**src/rtl/uart_frame_pkg.sv**
```systemverilog
// Shared definitions for the UART command framer: command codes, FSM state
// encodings, frame header bytes and frame lengths.
package uart_frame_pkg;

  typedef enum logic [1:0] {
    CMD_RF_WR   = 2'd0,
    CMD_RF_RD   = 2'd1,
    CMD_ALU_OP  = 2'd2,
    CMD_ALU_NOP = 2'd3
  } cmd_type_e;

  localparam logic ST_IDLE = 1'b0;
  localparam logic ST_SEND = 1'b1;

  localparam logic [7:0] HDR_RF_WR   = 8'hAA;
  localparam logic [7:0] HDR_RF_RD   = 8'hBB;
  localparam logic [7:0] HDR_ALU_OP  = 8'hCC;
  localparam logic [7:0] HDR_ALU_NOP = 8'hDD;

  localparam logic [2:0] LEN_RF_WR   = 3'd3;
  localparam logic [2:0] LEN_RF_RD   = 3'd2;
  localparam logic [2:0] LEN_ALU_OP  = 3'd4;
  localparam logic [2:0] LEN_ALU_NOP = 3'd2;

  function automatic logic [7:0] frame_header(input cmd_type_e t);
    logic [7:0] h;
    case (t)
      CMD_RF_WR:  h = HDR_RF_WR;
      CMD_RF_RD:  h = HDR_RF_RD;
      CMD_ALU_OP: h = HDR_ALU_OP;
      default:    h = HDR_ALU_NOP;
    endcase
    return h;
  endfunction

  // Index of the final byte of a frame (length minus one).
  function automatic logic [1:0] frame_last_idx(input cmd_type_e t);
    logic [2:0] len;
    case (t)
      CMD_RF_WR:  len = LEN_RF_WR;
      CMD_RF_RD:  len = LEN_RF_RD;
      CMD_ALU_OP: len = LEN_ALU_OP;
      default:    len = LEN_ALU_NOP;
    endcase
    return 2'(len - 3'd1);
  endfunction

endpackage

```
**src/rtl/uart_cmd_framer.sv**
```systemverilog
// Serialises register-file / ALU commands into byte frames for a UART
// transmitter using a valid/ready handshake on both sides.
module uart_cmd_framer
  import uart_frame_pkg::*;
#(
  parameter int DATA_WIDTH = 8,
  parameter int ADDR_WIDTH = 4
) (
  input  logic                  clk,
  input  logic                  rst_n,
  input  logic                  cmd_valid,
  output logic                  cmd_ready,
  input  logic [1:0]            cmd_type,
  input  logic [ADDR_WIDTH-1:0] cmd_addr,
  input  logic [DATA_WIDTH-1:0] cmd_data_a,
  input  logic [DATA_WIDTH-1:0] cmd_data_b,
  input  logic [3:0]            cmd_fun,
  output logic [DATA_WIDTH-1:0] byte_data,
  output logic                  byte_valid,
  input  logic                  byte_ready,
  output logic                  busy,
  output logic [7:0]            frames_sent
);

  logic                  state;
  logic [1:0]            byte_idx;
  cmd_type_e             type_q;
  logic [ADDR_WIDTH-1:0] addr_q;
  logic [DATA_WIDTH-1:0] data_a_q;
  logic [DATA_WIDTH-1:0] data_b_q;
  logic [3:0]            fun_q;
  logic [DATA_WIDTH-1:0] byte_data_q;
  logic                  byte_valid_q;
  logic [7:0]            frames_q;

  logic [1:0]            next_idx;
  logic [DATA_WIDTH-1:0] next_byte;
  logic                  last_byte;
  logic                  byte_hs;

  assign cmd_ready   = (state == ST_IDLE);
  assign busy        = (state == ST_SEND);
  assign byte_data   = byte_data_q;
  assign byte_valid  = byte_valid_q;
  assign frames_sent = frames_q;

  assign byte_hs   = byte_valid_q & byte_ready;
  assign next_idx  = byte_idx + 2'd1;
  assign last_byte = (byte_idx == frame_last_idx(type_q));

  // Payload byte that follows the current one, chosen from the captured fields.
  always_comb begin
    next_byte = '0;
    case (type_q)
      CMD_RF_WR: begin
        if (next_idx == 2'd1) next_byte = DATA_WIDTH'(addr_q);
        else if (next_idx == 2'd2) next_byte = data_a_q;
      end
      CMD_RF_RD: begin
        if (next_idx == 2'd1) next_byte = DATA_WIDTH'(addr_q);
      end
      CMD_ALU_OP: begin
        if (next_idx == 2'd1) next_byte = data_a_q;
        else if (next_idx == 2'd2) next_byte = data_b_q;
        else if (next_idx == 2'd3) next_byte = DATA_WIDTH'(fun_q);
      end
      default: begin
        if (next_idx == 2'd1) next_byte = DATA_WIDTH'(fun_q);
      end
    endcase
  end

  always_ff @(posedge clk or negedge rst_n) begin
    if (!rst_n) begin
      state        <= ST_IDLE;
      byte_idx     <= 2'd0;
      type_q       <= CMD_RF_WR;
      addr_q       <= '0;
      data_a_q     <= '0;
      data_b_q     <= '0;
      fun_q        <= '0;
      byte_data_q  <= '0;
      byte_valid_q <= 1'b0;
      frames_q     <= 8'd0;
    end else begin
      case (state)
        ST_IDLE: begin
          if (cmd_valid) begin
            type_q       <= cmd_type_e'(cmd_type);
            addr_q       <= cmd_addr;
            data_a_q     <= cmd_data_a;
            data_b_q     <= cmd_data_b;
            fun_q        <= cmd_fun;
            byte_idx     <= 2'd0;
            // Header is known straight from the command, so it leaves next cycle.
            byte_data_q  <= DATA_WIDTH'(frame_header(cmd_type_e'(cmd_type)));
            byte_valid_q <= 1'b1;
            state        <= ST_SEND;
          end
        end
        default: begin
          if (byte_hs) begin
            if (last_byte) begin
              byte_valid_q <= 1'b0;
              byte_idx     <= 2'd0;
              frames_q     <= frames_q + 8'd1;
              state        <= ST_IDLE;
            end else begin
              byte_idx    <= next_idx;
              byte_data_q <= next_byte;
            end
          end
        end
      endcase
    end
  end

endmodule

```
**config.mk**
```make
export PLATFORM = sky130hd
export DESIGN_NAME = uart_cmd_framer
export DESIGN_NICKNAME = d
export VERILOG_FILES = /design/src/rtl/uart_frame_pkg.sv /design/src/rtl/uart_cmd_framer.sv
export SDC_FILE = /design/constraint.sdc
export NUM_CORES = 1
export LEC_CHECK = 0
export ABC_AREA = 1
export BUFFER_PORTS_ARGS = -buffer_cell sky130_fd_sc_hd__clkbuf_2
export CORE_AREA = 2 2 53 105
export DETAILED_ROUTE_END_ITERATION = 7
export DIE_AREA = 0 0 55 107
export PLACE_DENSITY = 0.69
export SYNTH_ARGS = -nofsm -noshare
export SYNTH_HDL_FRONTEND = slang
export SYNTH_SLANG_ARGS = --single-unit
```
**constraint.sdc**
```tcl
create_clock -name clk -period 1.9 [get_ports clk]
set_clock_uncertainty 0.05 [all_clocks]
set_input_delay 0.38 -clock clk [delete_from_list [all_inputs] [get_ports clk]]
set_output_delay 0.38 -clock clk [all_outputs]
set_load 0.01 [all_outputs]
```
* Yosys cells after proc, flatten, opt, wreduce, memory -nomap -nowiden
Cells that the tools add are included.
** Storage, ports and cells
- Bits in registers :: 46
- Word-level logic and storage cells :: 60
- Input port bits :: 30
** Cells by class
- Equality and inequality tests :: 11
- $add $sub $neg :: 3
- Bitwise logic cells :: 2
- Multiplexer cells :: 26
- Reductions and logical operators :: 8
** Operators by type and width (count)
- 2-to-1 mux 8 bit :: 8
- one-hot mux 8 bit (3 select lines) :: 1
- one-hot mux 7 bit (3 select lines) :: 1
- 2-to-1 mux 4 bit :: 3
- AND reduction 3 bit :: 3
- adder 8 x 1 -> 8 bit (second input constant) :: 1
- == test 2 bit (second input constant) :: 4
- 2-to-1 mux 1 bit :: 8
- 2-to-1 mux 2 bit :: 4
- == test 2 x 1 -> 1 bit (second input constant) :: 3
- logical NOT 2 bit :: 2
- != test 2 x 1 -> 1 bit (second input constant) :: 2
- one-hot mux 2 bit (2 select lines) :: 1
- AND reduction 2 bit :: 2
- adder 2 x 1 -> 2 bit (second input constant) :: 1
- == test 2 bit :: 1
- != test 2 bit (second input constant) :: 1
- nonzero test 2 bit :: 1
- subtractor 2 x 1 -> 2 bit (second input constant) :: 1
- AND 1 bit :: 1
- inverter 1 bit :: 1

* Depth between registers and ports, before layout
- Depth after elaboration :: 9
- Mapped depth :: 11
- Depth with buffers taken out :: 11

* Least setup slack after synthesis
Ideal clock, no wire load.
- Path type :: register -> register
- Start point :: register byte_idx[0]
- End point :: register byte_data_q[0] (netlist: byte_data[0])
- Path buffers :: 1
- Stages on the path, launching flop included :: 11
- Library setup time :: 77 ps
- Slack :: 243 ps
- Period minus slack after synthesis :: 1657 ps
- Arrival time :: 1530 ps
- Path through :: dfrtp_1 inv_1 ha_1 buf_2 nor2_1 nand2_1 o21ai_1 nand2_1 nand3_1 nand2_1 a21oi_1
** Between the ends
- Cells in the longest elaborated chain, start to end :: 9
** Ends and longest elaborated chain
- start: declaration :: line uart_cmd_framer.sv:26 : logic [1:0] byte_idx;
- start signal: assignment :: line uart_cmd_framer.sv:109 : byte_idx <= next_idx;
- adder 2 x 1 -> 2 bit :: line uart_cmd_framer.sv:48 : assign next_idx = byte_idx + 2'd1;
- == test 2 bit :: line uart_cmd_framer.sv:65 : else if (next_idx == 2'd3) next_byte = DATA_WIDTH'(fun_q);
- 2-to-1 mux 4 bit :: line uart_cmd_framer.sv:65
- 2-to-1 mux 8 bit :: line uart_cmd_framer.sv:64 : else if (next_idx == 2'd2) next_byte = data_b_q;
- 2-to-1 mux 8 bit :: line uart_cmd_framer.sv:63 : if (next_idx == 2'd1) next_byte = data_a_q;
- one-hot mux 8 bit (3 select lines) :: line uart_cmd_framer.sv:54 : case (type_q)
- 2-to-1 mux 8 bit :: line uart_cmd_framer.sv:103 : if (last_byte) begin
- 2-to-1 mux 8 bit :: line uart_cmd_framer.sv:102 : if (byte_hs) begin
- 2-to-1 mux 8 bit :: line uart_cmd_framer.sv:86 : case (state)
- end signal: assignment :: line uart_cmd_framer.sv:96 : byte_data_q <= DATA_WIDTH'(frame_header(cmd_type_e'(cmd_type)));
- end signal: assignment :: line uart_cmd_framer.sv:110 : byte_data_q <= next_byte;
- end: declaration :: line uart_cmd_framer.sv:32 : logic [DATA_WIDTH-1:0] byte_data_q;
Several ways; a longest one is shown, not always the timed one. The select of a mux whose other input is x is not followed.
A chain may end at the register's enable or synchronous reset.

* Worst setup path in the final report
- Start point :: register type_q[0]
- End point :: register frames_q[5] (netlist: frames_sent[5])
** Between the ends
- Cells in the longest elaborated chain, start to end :: 5
** Ends and longest elaborated chain
- start: declaration :: line uart_cmd_framer.sv:27 : cmd_type_e type_q;
- start signal: assignment :: line uart_cmd_framer.sv:89 : type_q <= cmd_type_e'(cmd_type);
- == test 2 bit or logical NOT 2 bit (tied branches) :: line uart_frame_pkg.sv:39 : case (t)
- one-hot mux 2 bit (2 select lines) * :: line uart_frame_pkg.sv:39
- subtractor 2 x 1 -> 2 bit * :: line uart_frame_pkg.sv:45 : return 2'(len - 3'd1);
- == test 2 bit * :: line uart_cmd_framer.sv:49 : assign last_byte = (byte_idx == frame_last_idx(type_q));
- AND reduction 3 bit (no source line) *
- end signal: assignment :: line uart_cmd_framer.sv:106 : frames_q <= frames_q + 8'd1;
- end: declaration :: line uart_cmd_framer.sv:34 : logic [7:0] frames_q;
Mark *: on every way between the ends. The rest lies on a longest branch, timed or not.

==> impl_metrics.env <==
export IMPL_status="complete, no violations"
export IMPL_synth_nets=269
export IMPL_synthFlopType="dfrtp_1"
export IMPL_crit_arrival_ns=1.88
export IMPL_coreArea_um2=5090
export IMPL_ios=49
export IMPL_clockBufferDepth=2
export IMPL_cp_slowest_stage_delay_ns=0.49
export IMPL_antenna_found_initial=0
export IMPL_worst_path_most_repeated_cell="nand2_1"
export IMPL_yosysMostFrequentCell="nand2_1"
export IMPL_synth_avg_cell_area_um2=9.43
export IMPL_r2r_end="frames_sent[5]"
export IMPL_grt_pass1_vias=1872
export IMPL_setup_viol=0
export IMPL_path_depth=7
export IMPL_fin_crit_sh=0.911
export IMPL_whs_ns=0.0845
export IMPL_tightest_slew_ns=0.590
export IMPL_p_per_area_nw_per_um2=1620
export IMPL_path_delay_family="simple AND/OR/NAND/NOR gates"
export IMPL_multi_input_area_um2=955
export IMPL_ir_drop_v=0.000905
export IMPL_hp_class="in2async"
export IMPL_critPathRequiredTime_ns=2.04
export IMPL_synthCells=235
export IMPL_fp_row_count=37
export IMPL_cts_root_buf="clkbuf_8"
export IMPL_fill_cells=502
export IMPL_overflow=0
export IMPL_synth_distinct_cells=24
export IMPL_cp_num_buf_inv=0
export IMPL_dieArea_um2=5890
export IMPL_worstPathCellList="nor2_2 > xor2_2 > nand2_2 > nor2_4 > nand2_1 > o21ai_0 > nand2_1"
export IMPL_maxCapViolations=0
export IMPL_syn_area_um2=2220
export IMPL_timing_fmax_mhz=578
export IMPL_leakagePower_nw=1.39
export IMPL_yosys_warnings=0
export IMPL_worst_slack_ns=0.169
export IMPL_rsz0062_at_grt="false"
export IMPL_r2r_cells=7
export IMPL_clk_pin_slew_worst_paths_ns=0.08
export IMPL_synth_top_cell_area_share=0.519
export IMPL_synth_enable_flop_cells=0
export IMPL_clock_sinks=46
export IMPL_grt_usage=0.189
export IMPL_startpoint_type="register"
export IMPL_place_gp_congestion=0.835
export IMPL_clock_latency_ns=0.31
export IMPL_crit_path_start="type_q[0]"
export IMPL_die_w_um=55
export IMPL_synthTopCellsByCount="nand2_1, dfrtp_1, inv_1"
export IMPL_drc_errors=0
export IMPL_synth_seq_area_share=0.519
export IMPL_hold_viol=0
export IMPL_htreeDepth=2
export IMPL_cpMaxStageDelayCell="dfrtp_1"
export IMPL_die_h_um=107
export IMPL_routed_wl_um=4870
export IMPL_layout_drive_gt1_share=0.327
export IMPL_num_vias=1773
export IMPL_postRouteAntennaNets=0
export IMPL_synthTopCellsByArea="dfrtp_1, mux2_2, nand2_1, inv_1, nand3_1"
export IMPL_drt_iter0_drc=44
export IMPL_via_per_inst=5.04
export IMPL_cp_max_fo=6
export IMPL_r2r_slack_ns=0.17
export IMPL_place_detailed_hpwl_um=3780
export IMPL_areaGrowthSynthToFinish_pct=20.3
export IMPL_ys_seq_elements=46
export IMPL_worstSetupPathType="reg2reg"
export IMPL_period_needed_ns=1.73
export IMPL_port_buffers=48
export IMPL_cts_buffers=5
export IMPL_firstDrtPassIters=4
export IMPL_diodes=0
export IMPL_fin_nets=327
export IMPL_slew_violations=0
export IMPL_grt_pass1_wl_um=7950
export IMPL_dp_worst_setup_slack_ns=0.0561
export IMPL_cts_tree="built"
export IMPL_slew_headroom=0.607
export IMPL_worstReg2RegStart="type_q[0]"
export IMPL_synth_top_area_cell="dfrtp_1"
export IMPL_grt_max_degree=47
export IMPL_seq_area_um2=1150
export IMPL_initial_utilization=0.435
export IMPL_setup_tns_final_ns=0
export IMPL_async_flop_share=1.00
export IMPL_endpoint_kind="register"
export IMPL_wire_per_inst_um=13.8
[flip-flops by register name, summed over array words and instances (netlist names)]
register,flops
byte_valid,1
busy,1
data_a_q,8
frames_sent,8
type_q,2
byte_idx,2
data_b_q,8
byte_data,8
fun_q,4
addr_q,4
[logic make-up (layout without fill, tap and decap cells)]
logic type                 after synthesis  count (layout)  synth area share
AOI/OAI and AO/OA                       22              22            0.0514
muxes                                   23              23             0.117
buffers and inverters                   30              89            0.0564
adders and majority gates                4               4            0.0226
xor gates and xnor gates                 8               8            0.0350
DFF                                     46              46             0.519
and+or+nand+nor                        102             102             0.199
[routing by layer]
metal	wire length, um	vias up	GRT usage
met3	209	10	0.0501
li1	-	874	-
met1	1740	841	0.177
met4	141	0	0.0976
met2	2780	48	0.345
met5	0	-	0
[how the worst max path moves through the flow]
| stage | end | slack, ns |
|---|---|---|
| after floorplan | byte_data[0] | 0.24 |
| after global placement | byte_data[0] | 0.17 |
| after detailed placement | byte_data[4] | 0.06 |
| after CTS | byte_data[4] | 0.03 |
| after global routing | byte_data[2] | 0.01 |
| final | frames_sent[5] | 0.17 |
[cell type report]
| cell class | count | share of cell area |
|---|---|---|
| clock inverters | 3 | 0.00798 |
| clock buffers | 5 | 0.0258 |
| flip-flops and latches | 46 | 0.432 |
| multi-input cells | 159 | 0.358 |
| inverters | 24 | 0.0338 |
| well taps | 58 | 0.0272 |
| repair buffers | 57 | 0.115 |
[placed cells by master, fill, tap and decap left out, types with 7 or more instances in the layout]
cell | Yosys | routed
inv_1 | 24 | 24
dfrtp_1 | 46 | 46
clkbuf_2 | 0 | 48
mux2_2 | 23 | 23
nand2_1 | 56 | 55
nand3_1 | 16 | 16
a21oi_1 | 7 | 7
buf_4 | 0 | 9
xor2_1 | 7 | 7
o21ai_0 | 11 | 11
nor2_1 | 18 | 18
[stage by stage]
stage | area (um^2) | std cells | total power [W] | util
6_report | 2670 | 352 | 0.00432 | 0.524
5_1_grt | 2670 | 352 | 0.00473 | 0.524
4_1_cts | 2640 | 350 | 0.00433 | 0.518
3_5_place_dp | 2550 | 342 | 0.00372 | 0.500
3_3_place_gp | 2550 | 342 | 0.00364 | 0.500
2_1_floorplan | 2220 | 235 | 0.00306 | -
[repair_timing]
| action | CTS | global route |
|---|---|---|
| setup buffers | 0 | 2 |
| endpoints found under the setup margin | 0 | 9 |
| hold buffers | 0 | 0 |
| gates resized for setup | 0 | 3 |
[power by group]
group	leakage (nW)	switching [W]	internal, W
Combinational	0.794	0.00109	0.000831
Clock	0.0441	0.000337	0.000258
Sequential	0.553	0.000353	0.00145
Total	1.39	0.00178	0.00254
Power figures use the tool's default switching activity.
